[config.mk]
export PLATFORM = sky130hd
export DESIGN_NAME = dab_modulador
export DESIGN_NICKNAME = d
export VERILOG_FILES = /design/src/rtl/dab_modulador.sv
export SDC_FILE = /design/constraint.sdc
export NUM_CORES = 1
export LEC_CHECK = 0
export ABC_AREA = 1
export CORE_AREA = 2 2 126 128
export DETAILED_ROUTE_END_ITERATION = 6
export DIE_AREA = 0 0 128 130
export DONT_BUFFER_PORTS = 1
export GPL_TIMING_DRIVEN = 0
export SETUP_SLACK_MARGIN = 0.05
export SLEW_MARGIN = 10
export SYNTH_ARGS = -nofsm -noshare
export SYNTH_HDL_FRONTEND = slang
export SYNTH_SLANG_ARGS = --single-unit
export TNS_END_PERCENT = 50
[constraint.sdc]
create_clock -name clk -period 3.25 [get_ports clk]
set_input_delay 0.1625 -clock clk [delete_from_list [all_inputs] [get_ports clk]]
set_output_delay 0.1625 -clock clk [all_outputs]
set_load 0.01 [all_outputs]
[src/rtl/dab_modulador.sv]
// dab_modulador: triple-phase-shift gate generator for a dual active bridge.
// 1024-step carrier, shadowed set-points, per-leg dead time.
module dab_modulador #(
  parameter int CLK_DIV = 1,
  parameter int DT      = 4
) (
  input  logic       clk,
  input  logic       rst_n,
  input  logic       upd,
  input  logic [8:0] tau1,
  input  logic [8:0] tau2,
  input  logic [8:0] phi,
  input  logic [1:0] modo,
  input  logic       trip,
  output logic [1:0] g1_hi,
  output logic [1:0] g1_lo,
  output logic [1:0] g2_hi,
  output logic [1:0] g2_lo,
  output logic       sync,
  output logic       run
);

  localparam int PW = (CLK_DIV > 1) ? $clog2(CLK_DIV) : 1;
  localparam logic [PW-1:0] PMAX = PW'(CLK_DIV - 1);
  localparam logic [3:0] DTV = 4'(DT);

  logic [PW-1:0] r_pre;
  logic [9:0]    r_cnt;
  logic          r_sync;

  logic [8:0] r_p_tau1;
  logic [8:0] r_p_tau2;
  logic [8:0] r_p_phi;
  logic [1:0] r_p_modo;
  logic [8:0] r_sh_tau1;
  logic [8:0] r_sh_tau2;
  logic [8:0] r_sh_phi;
  logic [1:0] r_sh_modo;

  logic       r_act;
  logic [3:0] r_s;
  logic [3:0] r_hi;
  logic [3:0] r_lo;
  logic [3:0] r_dt [4];

  logic       w_step;
  logic       w_wrap;
  logic       w_run;
  logic [9:0] w_c2;
  logic [9:0] w_d1;
  logic [9:0] w_d2;
  logic [3:0] w_s;

  assign w_step = (r_pre == PMAX);
  assign w_wrap = w_step && (r_cnt == 10'd1023);
  assign w_run  = r_sh_modo[0] ^ r_sh_modo[1];

  always_ff @(posedge clk or negedge rst_n) begin
    if (!rst_n) begin
      r_pre  <= '0;
      r_cnt  <= '0;
      r_sync <= 1'b0;
    end else begin
      r_pre  <= w_step ? '0 : r_pre + 1'b1;
      r_sync <= w_wrap;
      if (w_step) begin
        r_cnt <= r_cnt + 10'd1;
      end
    end
  end

  // Shadow copies the old pending value when upd lands on the wrap clock.
  always_ff @(posedge clk or negedge rst_n) begin
    if (!rst_n) begin
      r_p_tau1  <= '0;
      r_p_tau2  <= '0;
      r_p_phi   <= '0;
      r_p_modo  <= '0;
      r_sh_tau1 <= '0;
      r_sh_tau2 <= '0;
      r_sh_phi  <= '0;
      r_sh_modo <= '0;
    end else if (trip) begin
      r_p_modo  <= '0;
      r_sh_modo <= '0;
    end else begin
      if (w_wrap) begin
        r_sh_tau1 <= r_p_tau1;
        r_sh_tau2 <= r_p_tau2;
        r_sh_phi  <= r_p_phi;
        r_sh_modo <= r_p_modo;
      end
      if (upd) begin
        r_p_tau1 <= tau1;
        r_p_tau2 <= tau2;
        r_p_phi  <= phi;
        r_p_modo <= modo;
      end
    end
  end

  assign w_c2 = r_sh_modo[1] ? r_cnt + {1'b0, r_sh_phi}
                             : r_cnt - {1'b0, r_sh_phi};
  assign w_d1 = r_cnt - {1'b0, r_sh_tau1};
  assign w_d2 = w_c2 - {1'b0, r_sh_tau2};
  assign w_s  = {~w_d2[9], ~w_c2[9], ~w_d1[9], ~r_cnt[9]};

  // Legs 0..3 = 1A, 1B, 2A, 2B; first run cycle is treated as a change.
  always_ff @(posedge clk or negedge rst_n) begin
    if (!rst_n) begin
      r_act <= 1'b0;
      r_s   <= '0;
      r_hi  <= '0;
      r_lo  <= '0;
      for (int i = 0; i < 4; i++) begin
        r_dt[i] <= '0;
      end
    end else if (trip || !w_run) begin
      r_act <= 1'b0;
      r_s   <= '0;
      r_hi  <= '0;
      r_lo  <= '0;
      for (int i = 0; i < 4; i++) begin
        r_dt[i] <= '0;
      end
    end else begin
      r_act <= 1'b1;
      r_s   <= w_s;
      for (int i = 0; i < 4; i++) begin
        if (!r_act || (w_s[i] != r_s[i])) begin
          if (DTV == 4'd0) begin
            r_hi[i] <= w_s[i];
            r_lo[i] <= ~w_s[i];
            r_dt[i] <= '0;
          end else begin
            r_hi[i] <= 1'b0;
            r_lo[i] <= 1'b0;
            r_dt[i] <= DTV;
          end
        end else if (r_dt[i] == 4'd1) begin
          r_dt[i] <= '0;
          r_hi[i] <= r_s[i];
          r_lo[i] <= ~r_s[i];
        end else if (r_dt[i] != 4'd0) begin
          r_dt[i] <= r_dt[i] - 4'd1;
        end
      end
    end
  end

  assign g1_hi = r_hi[1:0];
  assign g1_lo = r_lo[1:0];
  assign g2_hi = r_hi[3:2];
  assign g2_lo = r_lo[3:2];
  assign sync  = r_sync;
  assign run   = w_run;

endmodule

==> Word-level counts from Yosys, hierarchy flattened <==
Index checks and enable logic that the tools add are counted.
{ "classes": {"n_mux": 39, "eq_ne": 9, "n_addsub": 10, "n_reduce_logical": 24, "bitwise": 11} }
{ "op_table": {"columns": ["cell", "n"], "rows": [
  ["$mux W4", 15],
  ["$reduce_bool A4 Y1", 8],
  ["$sub A10 B9 Y10", 3],
  ["$mux W1", 18],
  ["$eq A4 B1 Y1 const B", 4],
  ["$mux W16", 1],
  ["$sub A4 B1 Y4 const B", 4],
  ["$reduce_bool A3 Y1", 4],
  ["$add A10 B1 Y10 const B", 1],
  ["$add A10 B9 Y10", 1],
  ["$eq A10 B10 Y1 const B", 1],
  ["$mux W10", 1],
  ["$not A1 Y1", 10],
  ["$mux W2", 4],
  ["$logic_or A1 B1 Y1", 5],
  ["$ne A1 B1 Y1", 4],
  ["$reduce_and A2 Y1", 2],
  ["$reduce_bool A2 Y1", 2],
  ["$logic_not A1 Y1", 2],
  ["$add A1 B1 Y1 const B", 1],
  ["$logic_and A1 B1 Y1", 1],
  ["$xor A1 B1 Y1", 1]
]} }
{ "totals": {"in_bits": 33, "reg_bits": 99, "out_inout_bits": 10, "elab_cells": 118} }

==> Longest topological paths before layout <==
Gate-level depths: netlist (run 1).
{ "depth": {"depth_word": 8, "ltp_mapped": 26, "mapped_depth_nobuf": 26} }

==> Worst setup path before layout (run 1) <==
OpenSTA, ideal clock, no wires.
{ "synth_path": {"path_kind": "flip-flop to flip-flop", "start": "register r_sh_phi[0]", "end": "register r_dt[2] in the netlist's numbering", "path_slack_ns": -0.211, "arrival_ns": 3.348, "setup_ns": 0.113, "t_required_ns": 3.137, "path_stages_with_launch": 26, "n_path_buf": 0, "synth_period_minus_slack_ns": 3.461, "cell_sequence": "dfrtp_1 inv_1 ha_1 inv_1 o21ai_0 inv_1 fa_1 o21ai_0 a21oi_1 o21bai_1 nand2_1 nand2_1 a21oi_1 xnor2_1 ha_1 nand2_1 nor2_1 nand3_1 nand3_1 inv_1 nand3_1 nand3_2 nand2_2 nand3_1 nand2_1 inv_1"} }
{ "synth_via": {"elab_chain_cells": 8, "word_cells_on_any_way": 10, "cone_classes": "add/sub: 3; eq/ne: 1; mux: 3; bitwise: 1; reduce/logical: 2"} }
{ "synth_lines": {"columns": ["element", "line_no", "text"], "rows": [
  ["start: declaration", "37", "logic [8:0] r_sh_phi;"],
  ["start signal: assignment", "90", "r_sh_phi <= r_p_phi;"],
  ["$sub A10 B9 Y10 or $add A10 B9 Y10 (tied branches)", "103, 102", null],
  ["$mux W10 (*)", "102", "assign w_c2 = r_sh_modo[1] ? r_cnt + {1'b0, r_sh_phi}"],
  ["$sub A10 B9 Y10 (*)", "105", "assign w_d2 = w_c2 - {1'b0, r_sh_tau2};"],
  ["$not A1 Y1 (*)", "106", "assign w_s = {~w_d2[9], ~w_c2[9], ~w_d1[9], ~r_cnt[9]};"],
  ["$ne A1 B1 Y1 (*)", "130", "if (!r_act || (w_s[i] != r_s[i])) begin"],
  ["$logic_or A1 B1 Y1 (*)", "130", null],
  ["$mux W4", "130", null],
  ["$mux W16", "118", "end else if (trip || !w_run) begin"],
  ["end signal: indexed assignment", "145", "r_dt[i] <= r_dt[i] - 4'd1;"],
  ["end: declaration", "44", "logic [3:0] r_dt [4];"]
]} }
Every way passes the cells marked *; elsewhere a longest branch is shown, timed or not.
A chain may end at the register's enable or synchronous reset.

==> Worst setup path after layout (run 1) <==
{ "layout_path": {"start": "register r_sh_phi[1]", "end": "register r_lo[3]"} }
{ "layout_via": {"elab_chain_cells": 8, "word_cells_on_any_way": 10, "cone_classes": "add/sub: 3; eq/ne: 1; mux: 3; bitwise: 1; reduce/logical: 2"} }
{ "layout_lines": {"columns": ["element", "line_no", "text"], "rows": [
  ["$sub A10 B9 Y10 or $add A10 B9 Y10 (tied branches)", "103, 102", null],
  ["$mux W10 (*)", "102", null],
  ["$sub A10 B9 Y10 (*)", "105", null],
  ["$not A1 Y1 (*)", "106", null],
  ["$ne A1 B1 Y1 (*)", "130", null],
  ["$logic_or A1 B1 Y1 (*)", "130", null],
  ["$mux W1", "130", null],
  ["$mux W4", "118", null],
  ["end signal: indexed assignment", "133", "r_lo[i] <= ~w_s[i];"],
  ["end signal: indexed assignment", "143", "r_lo[i] <= ~r_s[i];"],
  ["end: declaration", "43", "logic [3:0] r_lo;"]
]} }
Marked as above.

==> results of run 1 <==
-- per-stage QoR --
step	hold WS (ns)	setup WS (ns)	std cells	util	cell area [sq um]
3_5_place_dp	-0.128	-0.377	817	0.359	5540
3_3_place_gp	-0.128	-0.327	817	0.359	5540
4_1_cts	0.00360	-0.212	868	0.402	6210
2_1_floorplan	-0.133	0.0509	625	-	5300
6_report	0.00599	-0.193	871	0.406	6260
5_1_grt	0.0195	-0.480	871	0.406	6260
-- registers in the layout (all words and copies together), names as in the netlist --
name / count
r_lo: 4
r_p_modo: 2
r_p_tau2: 9
sync: 1
r_s: 4
r_p_tau1: 9
r_sh_tau1: 9
r_sh_modo: 2
r_act: 1
r_cnt: 10
r_sh_tau2: 9
r_dt: 16
r_hi: 4
r_p_phi: 9
r_sh_phi: 9
-- cells in the final DEF, fill, tap and decap left out, types with 2 or more instances in the layout --
| cell | Yosys | layout |
|---|---|---|
| dlygate4sd3_1 | 0 | 31 |
| inv_2 | 4 | 7 |
| o21ai_2 | 0 | 2 |
| nand3_1 | 19 | 16 |
| buf_6 | 2 | 2 |
| dfrtp_1 | 98 | 98 |
| clkbuf_16 | 0 | 9 |
| a21oi_2 | 1 | 5 |
| o21ai_1 | 5 | 5 |
| nand3_2 | 6 | 8 |
| xor2_1 | 17 | 17 |
| o21ai_0 | 38 | 36 |
| nor3_1 | 4 | 4 |
| nor3b_1 | 2 | 2 |
| or2_2 | 4 | 4 |
| nor2_2 | 5 | 7 |
| clkinvlp_4 | 0 | 3 |
| buf_2 | 4 | 4 |
| nand2_1 | 111 | 111 |
| nand2_4 | 2 | 2 |
| clkinv_4 | 0 | 2 |
| buf_4 | 2 | 8 |
| nand2_2 | 13 | 13 |
| nand4_1 | 7 | 7 |
| clkbuf_1 | 6 | 7 |
| ha_1 | 36 | 35 |
| inv_1 | 94 | 91 |
| xnor2_1 | 14 | 14 |
| a21oi_1 | 45 | 41 |
| o21bai_1 | 2 | 2 |
| nor2_1 | 72 | 70 |
-- layer usage --
layer	track usage	share of wire	vias up
met2	0.231	0.47	56
met5	0	0	-
met4	0.0427	0.013	0
met3	0.0381	0.035	12
li1	-	-	2072
met1	0.178	0.48	1836
-- worst max-delay path, stage by stage, from the launching register on --
cell	delay, ns
dfrtp_1	0.42
inv_2	0.06
ha_4	0.26
inv_2	0.03
o21ai_2	0.13
inv_1	0.07
fa_2	0.36
o21ai_2	0.17
a21oi_2	0.07
o21bai_1	0.18
nand2_1	0.08
nand2_1	0.08
a21oi_2	0.06
xnor2_1	0.20
ha_1	0.28
a21oi_2	0.13
o21a_1	0.14
nand3_2	0.12
inv_2	0.09
nand3_2	0.09
nand3_2	0.09
nand2_2	0.07
nand3_4	0.09
nor2_1	0.05
-- kinds of logic after synthesis --
logic type / Yosys count
buffers and inverters: 112
adders and majority gates: 37
and+or+nand+nor: 248
DFF: 98
xor gates and xnor gates: 32
muxes: 1
AOI/OAI and AO/OA: 97
-- timing repair --
action                                 4_1_cts  5_1_grt
gates resized for setup                      7        8
endpoints found under the hold margin      127        0
setup endpoints to repair                    7        8
pin swaps                                    8        3
hold buffers                                32        0
setup buffers                                3        3
-- cell type report --
| cell class | instances | area, sq um | share of cell area |
|---|---|---|---|
| Clock inverter | 5 | 40.0 | 0.00639 |
| Tap cell | 192 | 240 | 0.0384 |
| Sequential cell | 98 | 2450 | 0.392 |
| Clock buffer | 11 | 243 | 0.0388 |
| Timing Repair Buffer | 38 | 383 | 0.0611 |
| Inverter | 98 | 368 | 0.0587 |
| Multi-Input combinational cell | 415 | 2460 | 0.392 |
| Buffer | 14 | 80.1 | 0.0128 |
-- report_power, final --
group	internal, mW	switching (mW)
Combinational	0.0527	0.0793
Clock	0.543	0.473
Sequential	1.26	0.0108
-- worst min-delay path by stage --
stage / slack, ns / from / end / cells after the start
2_1_floorplan: -0.13 / rst_n / r_act / 0
3_3_place_gp: -0.13 / rst_n / r_dt[13] / 0
3_5_place_dp: -0.13 / rst_n / r_dt[13] / 0
4_1_cts: 0.004 / upd / r_p_modo[1] / 2
5_1_grt: 0.02 / upd / r_p_modo[0] / 2
6_report: 0.006 / upd / r_p_modo[1] / 2
==> flow_summary.yaml, run 1 <==
pwr:
  finalPower_mw: 2.42
  cellPowerDensity_mw_per_mm2: 387
  p_leak_nw: 3.05
  ir_worst_vdd_mv: 0.360
critical_path:
  crit_arrival_ns: 3.68
  reg2reg_from: "r_sh_phi[1]"
  crit_required_ns: 3.48
  critPathLaunchType: "flop"
  r2r_end: "r_lo[3]"
  end_kind: "flop"
  crit_start: "r_sh_phi[1]"
  r2r_slack_ns: -0.19
  crit_path_end: "r_lo[3]"
  worst-path-max-fanout: 5
  critical_path_class: "reg2reg"
  r2r_cells: 23
place:
  routabilityCongestion: 0.767
  numPortBuffers: 0
  hpwl_um: 7590
grt:
  antenna_found_initial: 0
  grt_pass1_wl_um: 18300
  grt.total_usage: 0.139
  grt_pass1_vias: 3912
  grt-ovfl-total: 0
  grt_max_degree: 99
logic_synthesis:
  ys_top_cells_by_count: "111 x nand2_1, 98 x dfrtp_1, 94 x inv_1, 72 x nor2_1, 45 x a21oi_1"
  synth_compound_area_frac: 0.0959
  yosys-top-cells-area: "dfrtp_1 46%, ha_1 8.5%, nand2_1 7.9%"
  yosysWarnings: 0
  synthAdderAreaFrac: 0.0890
  synth_xor_area_frac: 0.0545
  synth-edff-count: 0
  ys_seq_elements: 98
  synth-async-reset-ratio: 1.00
  ys_types: 38
  synthMuxAreaShare: 0.00213
  synthesis.nets: 695
  synth_top_family_by_area: "simple AND/OR/NAND/NOR gates"
  syn-instance-count: 625
  synth_area_sq_mm: 0.00529
  avgSynthCellArea_sq_um: 8.46
  synth_ff_type: "dfrtp_1"
  post-synth-top-area-cell: "dfrtp_1"
  synth.yosys.seq_area_share: 0.464
  synthSimpleGateAreaFrac: 0.210
  synth_top_area_share: 0.464
  synth_most_common_cell: "nand2_1"
die:
  start_util: 0.343
  core-area_sq_mm: 0.0154
  row_count: 46
  die_h_um: 130
  dieArea_sq_mm: 0.0166
  io_pins: 43
  die_w_um: 128
finish:
  area_delta_synth_final_pct: 18.5
  drive_above_1_share: 0.127
  nets: 744
  diodes: 0
  nFillCells: 1558
min_path:
  hp-class: "in2reg"
clocking:
  clock_path_buffers: 2
  root_buffer: "clkbuf_16"
  clkTransAtPathRegs_ns: 0.07
  numCtsBuffers: 9
  cts_tree: "built"
  clk_latency_ns: 0.35
  htreeDepth: 3
  clock-sinks: 98
timing:
  worstMarginPinSlew_ns: 0.505
  finClkSkew_ns: 0.00662
  fin_crit_sh: 1.06
  maxSlewHeadroom: 0.663
  period_minus_slack_ns: 3.44
  fin_setup_tns_ns: -1.10
  fin_ws_ns: -0.193
  rsz0062_at_grt: "true"
  hold_violations: 0
  slew_viol_final: 0
  fmax_mhz: 290
  finalSetupViolations: 7
route:
  post-route-drc-count: 0
  wl_per_cell_um: 12.1
  drtIter0Drc: 152
  vias: 3976
  avgViaCountPerCell: 4.56
  first_pass_iters: 4
  routed_wl_um: 10600
  ant_nets: 0
flow_run:
  cap_violations: 0
status:
  violations: "setup timing"
  status: "complete, but fails checks"
Power figures use the tool's default switching activity.
==> run 2: changes to the inputs <==
--- a/config.mk
+++ b/config.mk
@@ -7,6 +7,7 @@
 export LEC_CHECK = 0
 export ABC_AREA = 1
 export CORE_AREA = 2 2 126 128
+export CTS_BUF_LIST = sky130_fd_sc_hd__clkbuf_8
 export DETAILED_ROUTE_END_ITERATION = 6
 export DIE_AREA = 0 0 128 130
 export DONT_BUFFER_PORTS = 1
==> constraint.sdc (replaced) <==
create_clock -name clk -period 2.85 [get_ports clk]
set_input_delay 0.1425 -clock clk [delete_from_list [all_inputs] [get_ports clk]]
set_output_delay 0.1425 -clock clk [all_outputs]
set_load 0.01 [all_outputs]
==> run 2 against run 1 <==
The flow still finishes with violations (setup timing). Total power rose by 5.8%. Sequential cell count is the same. Register-to-register slack worse by 0.39 ns. Combinational power up 14%. Wire length decreased by 1.7%. Final cell count increased by 0.57%. Global-route usage down 0.15 points. Via count rose by 0.30%. Sequential power rose by 14%. Highest routed layer unchanged.
==> flow_summary.yaml, run 2 (same netlist as run 1, synthesis figures left out) <==
status:
  status: "complete, but fails checks"
  violations: "setup timing"
critical_path:
  crit_arrival_ns: 3.71
  critPathBufInv: 4
  critical_path_class: "reg2reg"
  critPathLaunchType: "flop"
  slowest_stage: "dfrtp_1"
  cp.depth: 23
  worst-path-max-fanout: 5
  slowest_delay_ns: 0.44
  end_kind: "flop"
  crit_required_ns: 3.13
  path_delay_family: "adder cells"
  r2r_cells: 23
  crit_chain: "inv_2 > ha_4 > inv_2 > o21ai_2 > inv_1 > fa_2 > o21ai_2 > a21oi_2 > o21bai_1 > nand2_1 > nand2_1 > a21oi_2 > xnor2_1 > ha_1 > a21oi_2 > o21a_1 > nand3_4 > inv_2 > nand3_2 > nand3_2 > nand2_2 > nand3_4 > nor2_2"
timing:
  period_minus_slack_ns: 3.43
  maxSlewHeadroom: 0.668
  finClkSkew_ns: 0.00757
  slew_viol_final: 0
  fin_crit_sh: 1.20
  fmax_mhz: 291
  finalSetupViolations: 7
  worstMarginPinSlew_ns: 0.498
  fin_ws_ns: -0.581
  hold_violations: 0
  rsz0062_at_grt: "true"
die:
  start_util: 0.343
  dieArea_sq_mm: 0.0166
  core-area_sq_mm: 0.0154
  row_count: 46
  io_pins: 43
  die_h_um: 130
  die_w_um: 128
pwr:
  ir_worst_vdd_mv: 0.446
  cellPowerDensity_mw_per_mm2: 408
  p_leak_nw: 3.06
route:
  vias: 3988
  first_pass_iters: 4
  drtIter0Drc: 162
  post-route-drc-count: 0
  avgViaCountPerCell: 4.55
  routed_wl_um: 10400
  ant_nets: 0
  wl_per_cell_um: 11.9
finish:
  largest_reg_flops: 16
  area_delta_synth_final_pct: 18.7
  top_register: "r_dt"
  fin_cells: 876
  drive_above_1_share: 0.145
  final_util: 0.407
  diodes: 0
  nets: 749
  final_cell_mix: "109 x nand2_1, 98 x dfrtp_1, 90 x inv_1"
  top_regs: "r_dt x16, r_cnt x10"
  layout_commonest_cell: "nand2_1"
grt:
  grt-ovfl-total: 0
  grt_pass1_vias: 3974
  antenna_found_initial: 0
  grt_max_degree: 99
  grt.total_usage: 0.138
  grt_pass1_wl_um: 18300
clocking:
  clk_latency_ns: 0.39
  cts_tree: "built"
  clkTransAtPathRegs_ns: 0.10
  clock-sinks: 98
  htreeDepth: 3
  root_buffer: "clkbuf_8"
  clock_path_buffers: 2
  numCtsBuffers: 9
place:
  numPortBuffers: 0
  dpl.cell_count: 817
  routabilityCongestion: 0.783
  pre_cts_slack_ns: -0.618
  hpwl_um: 7550
flow_run:
  cap_violations: 0
min_path:
  hp-class: "in2reg"
  whs_path_depth: 3
## run 2: changes by cell type in the layout (fill, tap and decap cells not counted), sizes merged
cell         delta
clkbuf          -2
bufinv          +1
inv             +5
clkinv          -1
buf             +2
dlygate4sd3     +3
clkinvlp        -3
## run 2: final cells by class
cell class                 instances  area, sq um
fill                            1554         9150
multi-input combinational        415         2500
sequential                        98         2450
timing repair buffer              43          428
inverter                          98          368
tap                              192          240
clock buffer                       9          124
clock inverter                     7         81.3
buffer                            14         80.1
## run 2: worst paths after layout
path | start | end | slack, ns
max | r_sh_phi[1] | r_dt[1] | -0.58
min | trip | r_sh_modo[1] | 0.04
max reg2reg | r_sh_phi[1] | r_dt[1] | -0.58
min reg2reg | r_sh_tau1[0] | r_sh_tau1[0] | 0.49
max in group asynchronous | rst_n | r_sh_tau2[1] | 2.13
min in group asynchronous | rst_n | r_dt[13] | 0.31
## run 2: routing by layer
layer / up-vias / part of all wire / track usage
li1: 2078 / - / -
met1: 1856 / 0.49 / 0.175
met2: 42 / 0.47 / 0.232
met3: 12 / 0.028 / 0.0373
met4: 0 / 0.017 / 0.0407
met5: - / 0 / 0
## run 2: per-stage QoR
stage | total power [mW] | setup TNS, ns | hold slack, ns | instance area, sq um
2_1_floorplan | 1.54 | -1.55 | -0.153 | 5310
3_3_place_gp | 1.56 | -3.80 | -0.148 | 5550
3_5_place_dp | 1.56 | -4.01 | -0.148 | 5550
4_1_cts | 2.61 | -3.33 | 0.0131 | 6170
5_1_grt | 2.69 | -6.19 | 0.0360 | 6270
6_report | 2.56 | -3.77 | 0.0430 | 6270
## run 2: timing repair
item | 4_1_cts | 5_1_grt
gates resized for setup | 3 | 20
gates cloned | 0 | 0
pin swaps | 2 | 14
endpoints found under the hold margin | 127 | 0
endpoints found under the setup margin | 8 | 13
hold buffers | 35 | 0
setup buffers | 4 | 4
## run 2: where the power goes
| group | total (mW) | internal, mW | switching [mW] |
|---|---|---|---|
| sequential | 1.45 | 1.44 | 0.0125 |
| combinational | 0.151 | 0.0627 | 0.0883 |
| clock | 0.960 | 0.423 | 0.537 |
## run 2: worst register-to-register path, stage by stage, from the launching register on
cell	delay (ns)
dfrtp_1	0.44
inv_2	0.06
ha_4	0.26
inv_2	0.03
o21ai_2	0.12
inv_1	0.07
fa_2	0.36
o21ai_2	0.18
a21oi_2	0.07
o21bai_1	0.18
nand2_1	0.08
nand2_1	0.08
a21oi_2	0.05
xnor2_1	0.13
ha_1	0.33
a21oi_2	0.15
o21a_1	0.17
nand3_4	0.09
inv_2	0.07
nand3_2	0.09
nand3_2	0.08
nand2_2	0.08
nand3_4	0.11
nor2_2	0.05
==> run 3: changes to the inputs <==
--- a/config.mk
+++ b/config.mk
@@ -12,7 +12,7 @@
 export DIE_AREA = 0 0 128 130
 export DONT_BUFFER_PORTS = 1
 export GPL_TIMING_DRIVEN = 0
-export SETUP_SLACK_MARGIN = 0.05
+export SETUP_SLACK_MARGIN = 0.02
 export SLEW_MARGIN = 10
 export SYNTH_ARGS = -nofsm -noshare
 export SYNTH_HDL_FRONTEND = slang
==> run 3 against run 2 <==
The flow still finishes with violations (setup timing). Maximum frequency hardly changed. Critical path depth stayed put. Total power about the same. Clock power about the same. Largest cell class unchanged. Highest routed layer unchanged.
==> flow_summary.yaml, run 3 (same netlist as run 1, synthesis figures left out) <==
clocking:
  cts_tree: "built"
  numCtsBuffers: 9
  clk_latency_ns: 0.39
  clock-sinks: 98
  clock_path_buffers: 2
  root_buffer: "clkbuf_8"
  clkTransAtPathRegs_ns: 0.10
  htreeDepth: 3
grt:
  grt-ovfl-total: 0
  grt_pass1_wl_um: 18300
  grt.total_usage: 0.138
  grt_max_degree: 99
  grt_pass1_vias: 3974
  antenna_found_initial: 0
place:
  routabilityCongestion: 0.783
  placed_area_sq_mm: 0.00555
  hpwl_um: 7550
  numPortBuffers: 0
route:
  top_layer_used: "met4"
  post-route-drc-count: 0
  drtIter0Drc: 168
  routed_wl_um: 10400
  ant_nets: 0
  wl_met3_um: 309
  wl_per_cell_um: 11.8
  route.met2.wl_um: 4830
  avgViaCountPerCell: 4.55
  wl_met1_um: 5040
  vias: 3987
  first_pass_iters: 4
timing:
  fin_crit_sh: 1.20
  maxSlewHeadroom: 0.657
  fin_ws_ns: -0.579
  worstMarginPinSlew_ns: 0.514
  hold_violations: 0
  rsz0062_at_grt: "true"
  fmax_mhz: 292
  period_minus_slack_ns: 3.43
  finClkSkew_ns: 0.00829
  finalSetupViolations: 7
  slew_viol_final: 0
pwr:
  ir_worst_vdd_mv: 0.446
  cellPowerDensity_mw_per_mm2: 409
  p_leak_nw: 3.06
  finalPower_mw: 2.56
finish:
  area_delta_synth_final_pct: 18.5
  seq_area_sq_mm: 0.00245
  finalInstanceArea_sq_mm: 0.00626
  diodes: 0
  top_regs: "r_dt x16, r_cnt x10"
  final_cell_mix: "109 x nand2_1, 98 x dfrtp_1, 90 x inv_1"
  drive_above_1_share: 0.142
  layout_commonest_cell: "nand2_1"
  nets: 749
  largest_reg_flops: 16
  top_register: "r_dt"
  multi_input_area_sq_mm: 0.00249
  nFillCells: 1552
critical_path:
  critPathLaunchType: "flop"
  end_kind: "flop"
  worst-path-max-fanout: 5
  crit_required_ns: 3.13
  crit_arrival_ns: 3.71
  critical_path_class: "reg2reg"
die:
  core-area_sq_mm: 0.0154
  dieArea_sq_mm: 0.0166
  die_h_um: 130
  die_w_um: 128
  row_count: 46
  start_util: 0.343
  io_pins: 43
min_path:
  hp-class: "in2reg"
flow_run:
  cap_violations: 0
status:
  violations: "setup timing"
  status: "complete, but fails checks"
## run 3: where the power goes
part	leakage, nW	total, mW	switching [mW]	internal [mW]
Combinational	1.68	0.151	0.0882	0.0627
Sequential	1.27	1.45	0.0125	1.44
Clock	0.107	0.959	0.536	0.423
Total	3.06	2.56	0.637	1.92
## run 3: layer usage
layer  track usage  up-vias
met4        0.0407        0
met5             0        -
li1              -     2077
met2         0.232       43
met3        0.0373       12
met1         0.175     1855
## run 3: area by class of cell
cell class | count | share of cell area
clock buffers | 9 | 0.0198
plain buffers | 14 | 0.0128
clock inverters | 7 | 0.0130
well taps | 192 | 0.0383
repair buffers | 43 | 0.0683
flip-flops and latches | 98 | 0.391
inverters | 98 | 0.0587
multi-input cells | 415 | 0.398
## run 3: final timing paths
check	start	end	slack, ns	depth (start not counted)
setup / recovery	r_sh_phi[1]	r_dt[1]	-0.58	23
hold / removal	trip	r_sh_modo[1]	0.04	3
setup reg to reg	r_sh_phi[1]	r_dt[1]	-0.58	23
hold reg to reg	r_sh_tau1[0]	r_sh_tau1[0]	0.49	2
max in group asynchronous	rst_n	r_sh_tau2[1]	2.11	2
min in group asynchronous	rst_n	r_dt[13]	0.30	2
## run 3: through the flow
| step | util | setup WS, ns | cells | setup TNS (ns) | hold slack (ns) |
|---|---|---|---|---|---|
| floorplan | - | -0.249 | 625 | -1.55 | -0.153 |
| global placement | 0.360 | -0.583 | 817 | -3.80 | -0.148 |
| detailed placement | 0.360 | -0.618 | 817 | -4.01 | -0.148 |
| CTS | 0.400 | -0.511 | 872 | -3.33 | 0.0131 |
| global route | 0.406 | -0.862 | 876 | -6.40 | 0.0360 |
| finish | 0.406 | -0.579 | 876 | -3.75 | 0.0428 |
## run 3: timing repair
action | in CTS | in global routing
hold buffers | 35 | 0
endpoints found under the setup margin | 7 | 13
pin swaps | 1 | 10
endpoints found under the hold margin | 127 | 0
setup buffers | 4 | 4
resized for setup | 2 | 18
## run 3: worst max-delay path: stages (launching register included)
cell	delay (ns)
dfrtp_1	0.44
inv_2	0.06
ha_4	0.26
inv_2	0.03
o21ai_2	0.12
inv_1	0.07
fa_2	0.36
o21ai_2	0.18
a21oi_2	0.07
o21bai_1	0.18
nand2_1	0.08
nand2_1	0.08
a21oi_2	0.05
xnor2_1	0.13
ha_1	0.33
a21oi_2	0.15
o21a_1	0.17
nand3_4	0.09
inv_2	0.07
nand3_2	0.09
nand3_2	0.08
nand2_2	0.08
nand3_4	0.11
nor2_2	0.05
